### src/rtl/idma_obi_write_ot.sv
// OBI write port for the iDMA transport layer: drains the realignment buffer
// into multi-beat OBI write bursts and returns one response per burst.
//
// state | meaning
// IDLE  | no burst being issued; aw accepted if the length FIFO has room
// BURST | issuing beats of the current burst on the OBI A channel
module idma_obi_write_ot #(
  parameter int unsigned DataWidth       = 32,
  parameter int unsigned AddrWidth       = 32,
  parameter int unsigned LenWidth        = 8,
  parameter int unsigned NumOutstanding  = 4,
  parameter bit          MaskInvalidData = 1'b1,
  localparam int unsigned StrbWidth      = DataWidth / 8
) (
  input  logic                 clk_i,
  input  logic                 rst_ni,
  input  logic [AddrWidth-1:0] aw_addr_i,
  input  logic [LenWidth-1:0]  aw_len_i,
  input  logic [StrbWidth-1:0] aw_first_strb_i,
  input  logic [StrbWidth-1:0] aw_last_strb_i,
  input  logic                 aw_valid_i,
  output logic                 aw_ready_o,
  input  logic [DataWidth-1:0] buffer_data_i,
  input  logic [StrbWidth-1:0] buffer_valid_i,
  output logic [StrbWidth-1:0] buffer_ready_o,
  output logic                 obi_req_o,
  output logic                 obi_we_o,
  output logic [AddrWidth-1:0] obi_addr_o,
  output logic [DataWidth-1:0] obi_wdata_o,
  output logic [StrbWidth-1:0] obi_be_o,
  input  logic                 obi_gnt_i,
  input  logic                 obi_rvalid_i,
  input  logic                 obi_err_i,
  output logic                 w_rsp_valid_o,
  input  logic                 w_rsp_ready_i,
  output logic                 w_rsp_error_o,
  output logic                 busy_o
);

  localparam int unsigned OffWidth  = $clog2(StrbWidth);
  localparam int unsigned WordWidth = AddrWidth - OffWidth;
  localparam int unsigned PtrWidth  = (NumOutstanding > 1) ? $clog2(NumOutstanding) : 1;
  localparam int unsigned CntWidth  = $clog2(NumOutstanding + 1);

  typedef enum logic {IDLE, BURST} state_e;

  state_e               state_q;
  logic [WordWidth-1:0] word_q;
  logic [LenWidth-1:0]  len_q, beat_q;
  logic [StrbWidth-1:0] first_strb_q, last_strb_q;
  logic                 hold_q;
  logic [DataWidth-1:0] wdata_q;
  logic [CntWidth-1:0]  outstanding_q;

  logic [LenWidth-1:0]       len_fifo_q [NumOutstanding];
  logic [PtrWidth-1:0]       len_wr_q, len_rd_q;
  logic [CntWidth-1:0]       len_cnt_q;
  logic [NumOutstanding-1:0] rsp_fifo_q;
  logic [PtrWidth-1:0]       rsp_wr_q, rsp_rd_q;
  logic [CntWidth-1:0]       rsp_cnt_q;
  logic [LenWidth-1:0]       rsp_beat_q;
  logic                      err_q;

  logic                 is_first, is_last, data_ok, credit_ok;
  logic                 beat_hs, aw_hs, rsp_in, burst_done, rsp_pop, err_acc;
  logic [StrbWidth-1:0] be;
  logic [DataWidth-1:0] wdata_masked;
  logic [CntWidth:0]    inflight;
  logic [WordWidth-1:0] word_addr;
  logic                 unused_addr_offset;

  function automatic logic [PtrWidth-1:0] ptr_inc(input logic [PtrWidth-1:0] p);
    return (p == PtrWidth'(NumOutstanding - 1)) ? '0 : p + 1'b1;
  endfunction

  // The byte offset is already encoded in the first-beat strobe.
  assign unused_addr_offset = ^aw_addr_i[OffWidth-1:0];

  assign is_first  = (beat_q == '0);
  assign is_last   = (beat_q == len_q);
  assign be        = (is_first ? first_strb_q : {StrbWidth{1'b1}})
                   & (is_last  ? last_strb_q  : {StrbWidth{1'b1}});
  assign word_addr = word_q + WordWidth'(beat_q);
  assign inflight  = {1'b0, outstanding_q} + {1'b0, rsp_cnt_q};
  assign credit_ok = inflight < (CntWidth + 1)'(NumOutstanding);
  assign data_ok   = (buffer_valid_i & be) == be;

  always_comb begin
    wdata_masked = buffer_data_i;
    if (MaskInvalidData) begin
      for (int i = 0; i < StrbWidth; i++) begin
        if (!be[i]) wdata_masked[8*i +: 8] = 8'h00;
      end
    end
  end

  // Once raised, req is held from the latched beat without re-checking the issue condition.
  assign obi_req_o      = (state_q == BURST) && (hold_q || (data_ok && credit_ok));
  assign obi_we_o       = 1'b1;
  assign obi_addr_o     = {word_addr, {OffWidth{1'b0}}};
  assign obi_wdata_o    = hold_q ? wdata_q : wdata_masked;
  assign obi_be_o       = be;
  assign beat_hs        = obi_req_o && obi_gnt_i;
  assign buffer_ready_o = beat_hs ? be : '0;

  assign aw_ready_o = (len_cnt_q != CntWidth'(NumOutstanding))
                   && ((state_q == IDLE) || (beat_hs && is_last));
  assign aw_hs      = aw_valid_i && aw_ready_o;

  assign rsp_in        = obi_rvalid_i && (outstanding_q != '0);
  assign err_acc       = err_q | obi_err_i;
  assign burst_done    = rsp_in && (rsp_beat_q == len_fifo_q[len_rd_q]);
  assign w_rsp_valid_o = (rsp_cnt_q != '0);
  assign w_rsp_error_o = rsp_fifo_q[rsp_rd_q];
  assign rsp_pop       = w_rsp_valid_o && w_rsp_ready_i;

  assign busy_o = (state_q != IDLE) || (outstanding_q != '0)
               || (len_cnt_q != '0) || (rsp_cnt_q != '0);

  always_ff @(posedge clk_i) begin
    if (!rst_ni) begin
      state_q      <= IDLE;
      word_q       <= '0;
      len_q        <= '0;
      first_strb_q <= '0;
      last_strb_q  <= '0;
      beat_q       <= '0;
      hold_q       <= 1'b0;
      wdata_q      <= '0;
    end else begin
      if (aw_hs) begin
        word_q       <= aw_addr_i[AddrWidth-1:OffWidth];
        len_q        <= aw_len_i;
        first_strb_q <= aw_first_strb_i;
        last_strb_q  <= aw_last_strb_i;
        beat_q       <= '0;
      end
      case (state_q)
        IDLE: begin
          if (aw_hs) state_q <= BURST;
        end
        BURST: begin
          if (beat_hs) begin
            hold_q <= 1'b0;
            if (!is_last)    beat_q  <= beat_q + 1'b1;
            else if (!aw_hs) state_q <= IDLE;
          end else if (obi_req_o && !hold_q) begin
            hold_q  <= 1'b1;
            wdata_q <= wdata_masked;
          end
        end
      endcase
    end
  end

  always_ff @(posedge clk_i) begin
    if (!rst_ni) begin
      outstanding_q <= '0;
      len_wr_q      <= '0;
      len_rd_q      <= '0;
      len_cnt_q     <= '0;
      rsp_fifo_q    <= '0;
      rsp_wr_q      <= '0;
      rsp_rd_q      <= '0;
      rsp_cnt_q     <= '0;
      rsp_beat_q    <= '0;
      err_q         <= 1'b0;
    end else begin
      case ({beat_hs, rsp_in})
        2'b10:   outstanding_q <= outstanding_q + 1'b1;
        2'b01:   outstanding_q <= outstanding_q - 1'b1;
        default: ;
      endcase

      if (aw_hs) begin
        len_fifo_q[len_wr_q] <= aw_len_i;
        len_wr_q             <= ptr_inc(len_wr_q);
      end
      if (burst_done) len_rd_q <= ptr_inc(len_rd_q);
      case ({aw_hs, burst_done})
        2'b10:   len_cnt_q <= len_cnt_q + 1'b1;
        2'b01:   len_cnt_q <= len_cnt_q - 1'b1;
        default: ;
      endcase

      if (rsp_in) begin
        if (burst_done) begin
          rsp_beat_q <= '0;
          err_q      <= 1'b0;
        end else begin
          rsp_beat_q <= rsp_beat_q + 1'b1;
          err_q      <= err_acc;
        end
      end

      // Credit gating keeps outstanding + queued responses <= NumOutstanding, so no overflow.
      if (burst_done) begin
        rsp_fifo_q[rsp_wr_q] <= err_acc;
        rsp_wr_q             <= ptr_inc(rsp_wr_q);
      end
      if (rsp_pop) rsp_rd_q <= ptr_inc(rsp_rd_q);
      case ({burst_done, rsp_pop})
        2'b10:   rsp_cnt_q <= rsp_cnt_q + 1'b1;
        2'b01:   rsp_cnt_q <= rsp_cnt_q - 1'b1;
        default: ;
      endcase
    end
  end

  always_ff @(posedge clk_i) begin
    if (rst_ni) assert (!(obi_rvalid_i && outstanding_q == '0));
  end

endmodule

### config.mk
export PLATFORM = sky130hd
export DESIGN_NAME = idma_obi_write_ot
export DESIGN_NICKNAME = d
export VERILOG_FILES = /design/src/rtl/idma_obi_write_ot.sv
export SDC_FILE = /design/constraint.sdc
export NUM_CORES = 1
export LEC_CHECK = 0
export CAP_MARGIN = 10
export CELL_PAD_IN_SITES_DETAIL_PLACEMENT = 0
export CELL_PAD_IN_SITES_GLOBAL_PLACEMENT = 1
export CORE_MARGIN = 3
export CORE_UTILIZATION = 38
export CTS_CLUSTER_DIAMETER = 30
export DETAILED_ROUTE_END_ITERATION = 8
export PLACE_DENSITY = 0.8
export SLEW_MARGIN = 20
export SYNTH_ARGS = -nofsm -noshare
export SYNTH_HDL_FRONTEND = slang
export SYNTH_SLANG_ARGS = --single-unit
### constraint.sdc
create_clock -name clk_i -period 5.3 [get_ports clk_i]
set_clock_uncertainty 0.2 [all_clocks]
set_input_delay 0.795 -clock clk_i [delete_from_list [all_inputs] [get_ports clk_i]]
set_output_delay 0.795 -clock clk_i [all_outputs]
set_load 0.02 [all_outputs]
# == Word level (Yosys, flattened, before mapping) ==
# Memory sizes are Yosys's and may differ from the RTL's. A register that Yosys moved wholly into a read port is not among the register bits.
# Cells that the tools add are included.
# op_classes
eq_ne,14
n_lt_le_gt_ge,4
n_reduce_logical,27
bitwise_logic,5
n_addsub,14
mux,36
# op_table
cell,count
2-to-1 mux 8 bit,9
2-to-1 mux 32 bit,1
adder 30 x 8 -> 30 bit,1
one-hot mux 3 bit (2 select lines),3
"adder 8 x 1 -> 8 bit, second input constant",2
== test 8 bit,2
"== test 2 bit, second input constant",7
2-to-1 mux 2 bit,6
2-to-1 mux 4 bit,3
logical AND 1 bit,11
2-to-1 mux 1 bit,10
"adder 3 x 1 -> 3 bit, second input constant",3
nonzero test 3 bit,3
"subtractor 3 x 1 -> 3 bit, second input constant",3
"adder 2 x 1 -> 2 bit, second input constant",4
AND 4 bit,2
logical NOT 8 bit,1
nonzero test 2 bit,4
"== test 2 x 1 -> 1 bit, second input constant",3
"less-than comparator 2 x 3 -> 1 bit, second input constant",2
logical OR 1 bit,5
adder 3 x 3 -> 4 bit,1
bitwise mux 4 bit,1
== test 4 bit,1
other kinds (11),12
# word_totals
wordCells,119
out_inout_bits,78
ramBits,32
inputBits,91
n_memories,1
register_bits,118
# mem_list
memory,depth,word_bits,read_ports,rd_ports_with_merged_regs,write_ports,line,rtl
len_fifo_q,4,8,1,1,1,55,logic [LenWidth-1:0] len_fifo_q [NumOutstanding];

# == Longest topological paths before layout ==
# depth
ltp_word,17
ltp_mapped,16
mapped_depth_nobuf,14

# == Worst setup path after synthesis ==
# No wires, ideal clock.
# synth_path
path_kind,register to register
from,register beat_q[0]
to,register len_cnt_q[2]
period_less_slack_ps,3748
required_time_ps,5030
setup_time_ps,70
arrival_time_ps,3477
path_stages_with_launch,16
setup_slack_ps,1552
n_path_buf,3
path_cell_list,dfxtp_1 > xnor2_1 > nand4_1 > or2_1 > clkbuf_1 > o22a_1 > buf_2 > nor2b_1 > o31ai_4 > inv_2 > clkbuf_1 > ha_1 > fa_1 > xnor2_1 > or3_1 > a21oi_1
# synth_via
elab_chain_len,15
word_cells_on_any_way,19
classes_between,eq/ne: 4; mux: 3; bitwise: 2; reduce/logical: 10
# synth_rtl
element,line,rtl
from (decl),49,"logic [LenWidth-1:0] len_q, beat_q;"
from (signal assigned),145,if (!is_last) beat_q <= beat_q + 1'b1;
== test 8 bit / logical NOT 8 bit (equally long branches),"80, 79",
"2-to-1 mux 4 bit, on equally long branches","82, 81",
AND 4 bit,82,& (is_last ? last_strb_q : {StrbWidth{1'b1}});
AND 4 bit,86,assign data_ok = (buffer_valid_i & be) == be;
== test 4 bit,86,
logical AND 1 bit,98,assign obi_req_o = (state_q == BURST) && (hold_q || (data_ok && credit_ok));
logical OR 1 bit,98,
logical AND 1 bit,98,
logical AND 1 bit,103,assign beat_hs = obi_req_o && obi_gnt_i;
logical AND 1 bit (*),107,&& ((state_q == IDLE) || (beat_hs && is_last));
logical OR 1 bit (*),107,
logical AND 1 bit (*),107,
logical AND 1 bit (*),108,assign aw_hs = aw_valid_i && aw_ready_o;
== test 2 x 1 -> 1 bit / == test 2 bit (equally long branches),180,"case ({aw_hs, burst_done})"
one-hot mux 3 bit (2 select lines) / nonzero test 2 bit (equally long branches),--,
to (signal assigned),181,2'b10: len_cnt_q <= len_cnt_q + 1'b1;
to (signal assigned),182,2'b01: len_cnt_q <= len_cnt_q - 1'b1;
to (decl),57,logic [CntWidth-1:0] len_cnt_q;
# Every way passes the cells marked *; elsewhere a longest branch is shown, timed or not.
# A chain may end at the register's enable or synchronous reset.

# == Worst setup path in the final report ==
# layout_path
from,register beat_q[4]
to,output port aw_ready_o
# layout_via
elab_chain_len,12
word_cells_on_any_way,14
classes_between,eq/ne: 2; mux: 2; bitwise: 2; reduce/logical: 8
# layout_rtl
element,line,rtl
== test 8 bit / logical NOT 8 bit (equally long branches),"80, 79",
"2-to-1 mux 4 bit, on equally long branches","82, 81",
AND 4 bit,82,
AND 4 bit,86,
== test 4 bit,86,
logical AND 1 bit,98,
logical OR 1 bit,98,
logical AND 1 bit,98,
logical AND 1 bit,103,
logical AND 1 bit (*),107,
logical OR 1 bit (*),107,
logical AND 1 bit (*),107,
to (decl),22,"output logic aw_ready_o,"
# Marks and branches as above.

==> metrics.txt <==
largest net degree at the start of global routing 66; clock-pin slew on the worst setup and hold paths roughly 0.060 ns; status completed; final net count between 1000 and 1500; Tightest Pin Transition ~1.1 ns; Pleak approximately 3.5 nW; Max Cap Viol 0; number of remaining DRC errors 0; Hold Path Stages 2; Crit Path Class flip-flop to output port; CP endpoint kind output port; Tot Pwr 3.36 mW; setup bufs post-CTS 0; GP Congestion around 0.8; final worst-path setup slack around 0.36 ns; GR Util met1 a little over a fifth; Final Max Slew Viols 0; ANT nets after route 0; GRT met3 Usage about 5.3%; Skew-Pair Late Insertion Delay about 0.43 ns; Post-CTS Resized 0; routed len/inst about 15 um; hold_sp first_strb_q[2]; Peak VDD IR between 0.0002 and 0.00025 V; Final period util 93.3%; Sequential cell area between 3000 and 4000 um2; Worst Path Required ~4.3 ns; setup_tns 0 ns; Worst setup startpoint beat_q[4]; width of the die between 100 and 150 um; final setup vio count 0; Post-synth EDFFs 32; HPWL Detailed roughly 13 mm; fillers about 1800; die height between 100 and 150 um; sequential share of the synthesized area 45.2%; FF+latch count, synth approximately 150; synth warn 0; Worst R2R Start beat_q[4]; CTS tree built; vias in the first global route between 6000 and 7000; multi-input logic area roughly 3800 um2; syn avg cell area approximately 8.6 um2; Critical Path Start Type flip-flop; Async SR Flop Fraction 0%; final hold violations 0; met2 Use GR a little under a third; clock root buffer clkbuf_16; H-tree lvl count 4; R2R depth 12; proportion of layout cells with a drive suffix above 1 around 5.5%; Die ar. between 20000 and 25000 um2; grt peak-use layer met2; fin crit period between 4 and 5 ns; Cell Area, Synth ~7400 um2; Ports between 150 and 200; drt initial violations between 300 and 400; Unique masters post-synth between 40 and 50; post-cts hold buffer count 0; CP arrival about 4.0 ns; cts bufs inserted 17; total track usage between 10% and 20%; Initial Util 39.3%; n_diodes 0; port bufs around 160; Layout area overhead 32.6%; CTS Buffer Depth 2; Hold Path Class flip-flop to flip-flop; RSZ-0062 raised after global routing false; worst-path fanout max 19; DRT Wirelength between 15 and 20 mm; # clock sinks between 150 and 200; Max-slew headroom approximately 27%; DR pass1 iterations 5; GR Overflow Total 0; Via Count around 6300; maximum clock rate slightly above 200 MHz; core area 19000 um2; Syn Inst Count 870; PwrDens around 340 nW/um2; Rows 50; initial antenna violation count 0; first-pass GRT wire length about 32 mm; ys flop type dfxtp_1; post-place setup slack 0.792 ns; Via-to-Cell Ratio 4.93
==> power breakdown <==
part	total, mW	internal [mW]	leakage (nW)	switching (mW)
logic	0.841	0.344	1.98	0.497
clock network	1.20	0.666	0.282	0.535
registers	1.32	1.26	1.27	0.0629
==> stage by stage <==
step | area (um2) | util (%) | hold slack (ns) | cells
floorplan | 7450 | - | 0.232 | 871
global placement | 9280 | 49.0 | 0.238 | 1254
detailed placement | 9280 | 49.0 | 0.247 | 1254
CTS | 9870 | 52.1 | 0.257 | 1286
global route | 9870 | 52.1 | 0.271 | 1286
finish | 9870 | 52.1 | 0.254 | 1286
==> layout by cell type, fill, tap and decap left out, types with 3 or more instances in the layout <==
cell type	n
a21oi_1	95
a311oi_1	4
and3_1	13
and4_1	3
buf_4	8
clkbuf_16	17
clkdlybuf4s50_1	163
clkinv_4	5
conb_1	3
dfxtp_1	119
edfxtp_1	32
fa_1	4
ha_1	26
inv_1	32
inv_6	4
mux2i_1	12
mux4_2	9
nand2_1	197
nand2b_1	3
nand3_1	47
nand4_1	14
nor2_1	50
nor2b_1	3
nor3_1	10
nor3b_1	4
nor4_1	4
o21ai_0	40
o21bai_1	3
o221ai_1	3
o22ai_1	4
or3_1	4
xnor2_1	34
xor2_1	23
==> worst max-delay path: stages (launching register included) <==
cell	delay, ns
dfxtp_1	0.48
xnor2_1	0.16
nand4_1	0.17
or2_1	0.36
o22a_1	0.48
nor2b_1	0.33
o21ai_0	0.33
buf_4	0.23
a21boi_0	0.12
a21oi_1	0.23
clkdlybuf4s50_1	0.65
==> cell type report <==
type                            instances  area share (%)
Timing Repair Buffer                  171            17.1
Inverter                               36            1.38
Sequential cell                       152            34.1
Tap cell                              260            3.30
Clock inverter                         15            1.65
Multi-Input combinational cell        635            38.1
Clock buffer                           17            4.31
==> logic make-up (layout without fill, tap and decap cells) <==
| kind of cell | after synthesis | in the layout | share of synthesized area (%) |
|---|---|---|---|
| and+or+nand+nor | 359 | 359 | 21.4 |
| AOI/OAI and AO/OA | 165 | 165 | 12.4 |
| DFF | 152 | 152 | 45.2 |
| buffers and inverters | 84 | 239 | 4.42 |
| xor gates and xnor gates | 57 | 57 | 6.71 |
| adders and majority gates | 30 | 30 | 5.45 |
| muxes | 21 | 21 | 4.34 |
| other | 2 | 3 | 0.101 |
==> flip-flops by register name, summed over array words and instances (netlist names), 4 cells and up, named ones only <==
signal and count:
len_q 8, first_strb_q 4, rsp_fifo_q 4, rsp_beat_q 8, beat_q 8, len_fifo_q 32, word_q 30, wdata_q 32
last_strb_q 4
==> path summary, 6_finish.rpt <==
kind | endpoint | slack, ns
setup / recovery | aw_ready_o | 0.36
hold / removal | first_strb_q[2] | 0.25
setup reg to reg | len_cnt_q[2] | 1.07
hold reg to reg | first_strb_q[2] | 0.25
==> synth_stat cells, types with 2 or more instances <==
cell type | count | share of area (%)
mux4_2 | 9 | 2.7
ha_1 | 26 | 4.4
mux2i_1 | 12 | 1.6
o21ai_0 | 40 | 2.7
fa_1 | 4 | 1.1
nand4_1 | 14 | 1.2
a21oi_1 | 95 | 6.4
o22ai_1 | 4 | 0.34
o21a_1 | 2 | 0.20
nor3_1 | 10 | 0.67
and3_1 | 13 | 1.1
nand2_1 | 197 | 9.9
inv_1 | 33 | 1.7
or3_1 | 4 | 0.34
xor2_1 | 23 | 2.7
edfxtp_1 | 32 | 13
a211o_1 | 2 | 0.24
nor2b_1 | 3 | 0.25
clkinv_1 | 2 | 0.10
nand2b_1 | 3 | 0.25
nor4_1 | 4 | 0.34
a31oi_1 | 2 | 0.17
nor2_1 | 50 | 2.5
nor3b_1 | 4 | 0.40
xnor2_1 | 34 | 4.0
o2111ai_1 | 2 | 0.24
nand3_1 | 47 | 3.2
buf_2 | 2 | 0.13
a21o_1 | 2 | 0.20
o21bai_1 | 3 | 0.30
and4_1 | 3 | 0.35
nor4_2 | 3 | 0.50
a311oi_1 | 4 | 0.47
clkbuf_1 | 43 | 2.2
o221ai_1 | 3 | 0.35
buf_4 | 3 | 0.30
dfxtp_1 | 120 | 32
conb_1 | 2 | 0.10
==> per-layer routing <==
layer  wire [um]  vias to the layer above
li1            -                     3258
met5           0                        -
met3         920                       25
met2        9190                      139
met4         413                        0
met1        8450                     2921
Power figures use the tool's default switching activity.
==> variant (config.mk and constraints unchanged) <==
`MaskInvalidData`: 1'b1 -> 1'b0.
--- a/src/rtl/idma_obi_write_ot.sv
+++ b/src/rtl/idma_obi_write_ot.sv
@@ -10,5 +10,5 @@
   parameter int unsigned LenWidth        = 8,
   parameter int unsigned NumOutstanding  = 4,
-  parameter bit          MaskInvalidData = 1'b1,
+  parameter bit          MaskInvalidData = 1'b0,
   localparam int unsigned StrbWidth      = DataWidth / 8
 ) (
Function: changed (a bounded check fails within 4 cycles, from zero or initial values and one cycle with rst_ni low).
==> variant against the unedited design <==
- sequential cell count stayed put
- wire length shrank 3.2%
- power is 3.4% lower
- design area up 3.7%
- worst setup slack improved by 0.061 ns
- utilization shrank 1.6 points
- synthesized cell count decreased by 10%
- clock power down 6%
- worst hold slack improved by 0.0050 ns
- synthesized area is 5.7% higher
- critical path type unchanged
- largest power group unchanged
- highest routed layer unchanged
==> variant: results (changes against the unedited design) <==
| Metric | Value |
|---|---|
| Root buf cell | clkbuf_16 |
| Sequential area share after synthesis | 0.427 (-0.0246) |
| GR Util All Layers | 0.165 (-0.0136) |
| Filler cells | 1905 (+6.2%) |
| H-tree depth | 4 (unchanged) |
| Library cells used by synthesis | 57 (+16%) |
| Via/cell ratio | 4.82 (-2.4%) |
| Worst-path fanout max | 5 (-14) |
| List of most frequent post-synthesis cells | nand2_1 (129), dfxtp_1 (120), mux2i_1 (84) |
| Nets | 1056 (-6.9%) |
| DR iter-0 viols | 204 (-41%) |
| RePlAce Congestion | 0.763 (-4.2%) |
| Drt total wl | 18400 um (-3.2%) |
| Layout Cells excl Fill | 1218 (-5.3%) |
| Number of synthesized flops with an enable pin | 32 (unchanged) |
| Peak VDD IR | 0.256 mV (+12%) |
| Clock latency on the worst-skew pair | 0.42 ns |
| Largest net degree at the start of global routing | 85 (+29%) |
| Synth-to-layout area growth | 30.1% |
| Slowest stage delay, CP | 0.68 ns (+0.03 ns) |
| Postcts setup bufs | 0 (unchanged) |
| Synth top area cells | dfxtp_1 (31%), edfxtp_1 (12%), mux2i_1 (11%), nand2_1 (6.2%), mux2_2 (4.6%) |
| Crit-path slowest cell | a211oi_1 |
| Syn Inst Count | 783 (-10%) |
| HPWL after DPL | 13100 um (-1.3%) |
| Hold depth | 2 (unchanged) |
| Static Leak | 0.00380 uW (+7.7%) |
| Clock transition at path regs | 0.07 ns |
| Slew margin rel. | 0.454 (+0.179) |
| Cell count of the worst reg-to-reg path | 14 (+2) |
| Status | finished clean |
| First-pass GRT wire length | 29500 um (-6.6%) |
| Synth warn | 0 (unchanged) |
| Largest registers | len_fifo_q x32, wdata_q x32, word_q x30 |
| Inserted Diodes | 0 (unchanged) |
| Share of layout cells above drive strength 1 | 0.0960 (+0.0414) |
| TritonCTS Buffers | 17 (unchanged) |
| Initial antenna violation count | 0 (unchanged) |
| DP Area | 9700 um^2 (+4.5%) |
| Detailed Routing Iterations Pass 1 | 4 (-1) |
| Critical Path AT | 3.89 ns (-0.06 ns) |
| Vias in the first global route | 5741 (-8.8%) |
| Port bufs | 163 (unchanged) |
| Asr flop ratio synth | 0 (unchanged) |
-- variant: kinds of logic after synthesis --
family	share of synthesized area
buffers and inverters	0.0407
DFF	0.427
xor gates and xnor gates	0.0645
AOI/OAI and AO/OA	0.0585
and+or+nand+nor	0.178
muxes	0.178
other	0.000954
adders and majority gates	0.0515
-- variant: final timing paths --
| path | from | endpoint | slack, ns |
|---|---|---|---|
| setup / recovery | beat_q[0] | obi_addr_o[18] | 0.42 |
| hold / removal | rsp_fifo_q[2] | rsp_fifo_q[2] | 0.26 |
| setup reg to reg | beat_q[1] | len_cnt_q[2] | 1.50 |
| hold reg to reg | rsp_fifo_q[2] | rsp_fifo_q[2] | 0.26 |
-- variant: where the power goes --
group,internal [uW],switching (uW),total (uW),leakage (uW)
Clock,611,522,1130,0.000261
Combinational,388,400,788,0.00227
Sequential,1260,63.3,1330,0.00127
Total,2260,985,3250,0.00380
-- variant: cell type report --
| type | count | share of cell area |
|---|---|---|
| Clock inverter | 14 | 0.0111 |
| Clock buffer | 18 | 0.0419 |
| Timing Repair Buffer | 169 | 0.165 |
| Multi-Input combinational cell | 564 | 0.409 |
| Tap cell | 270 | 0.0330 |
| Sequential cell | 152 | 0.328 |
| Inverter | 31 | 0.0114 |
-- variant: metal layers --
metal	GRT usage	wire, um	vias up
met5	0	0	-
met4	0.0430	206	0
met3	0.0584	1210	14
met2	0.269	8680	107
met1	0.210	8260	2744
li1	-	-	3001
-- variant: critical path: cells and delay by family, from the launching register on --
kind / cells / cell delay [ns]
XOR/XNOR: 1 / 0.25
adder cells (fa/ha/maj): 2 / 0.59
AO/OA/AOI/OAI: 4 / 1.23
buffers and inverters: 2 / 0.71
flip-flops: 1 / 0.39
AND/OR/NAND/NOR: 2 / 0.30
-- variant: per-stage QoR --
| step | setup slack [ns] | total power, uW |
|---|---|---|
| after floorplan | 1.74 | 1840 |
| after global placement | 0.862 | 2140 |
| after detailed placement | 0.872 | 2140 |
| after CTS | 0.361 | 3290 |
| after global routing | 0.161 | 3400 |
| final | 0.417 | 3250 |
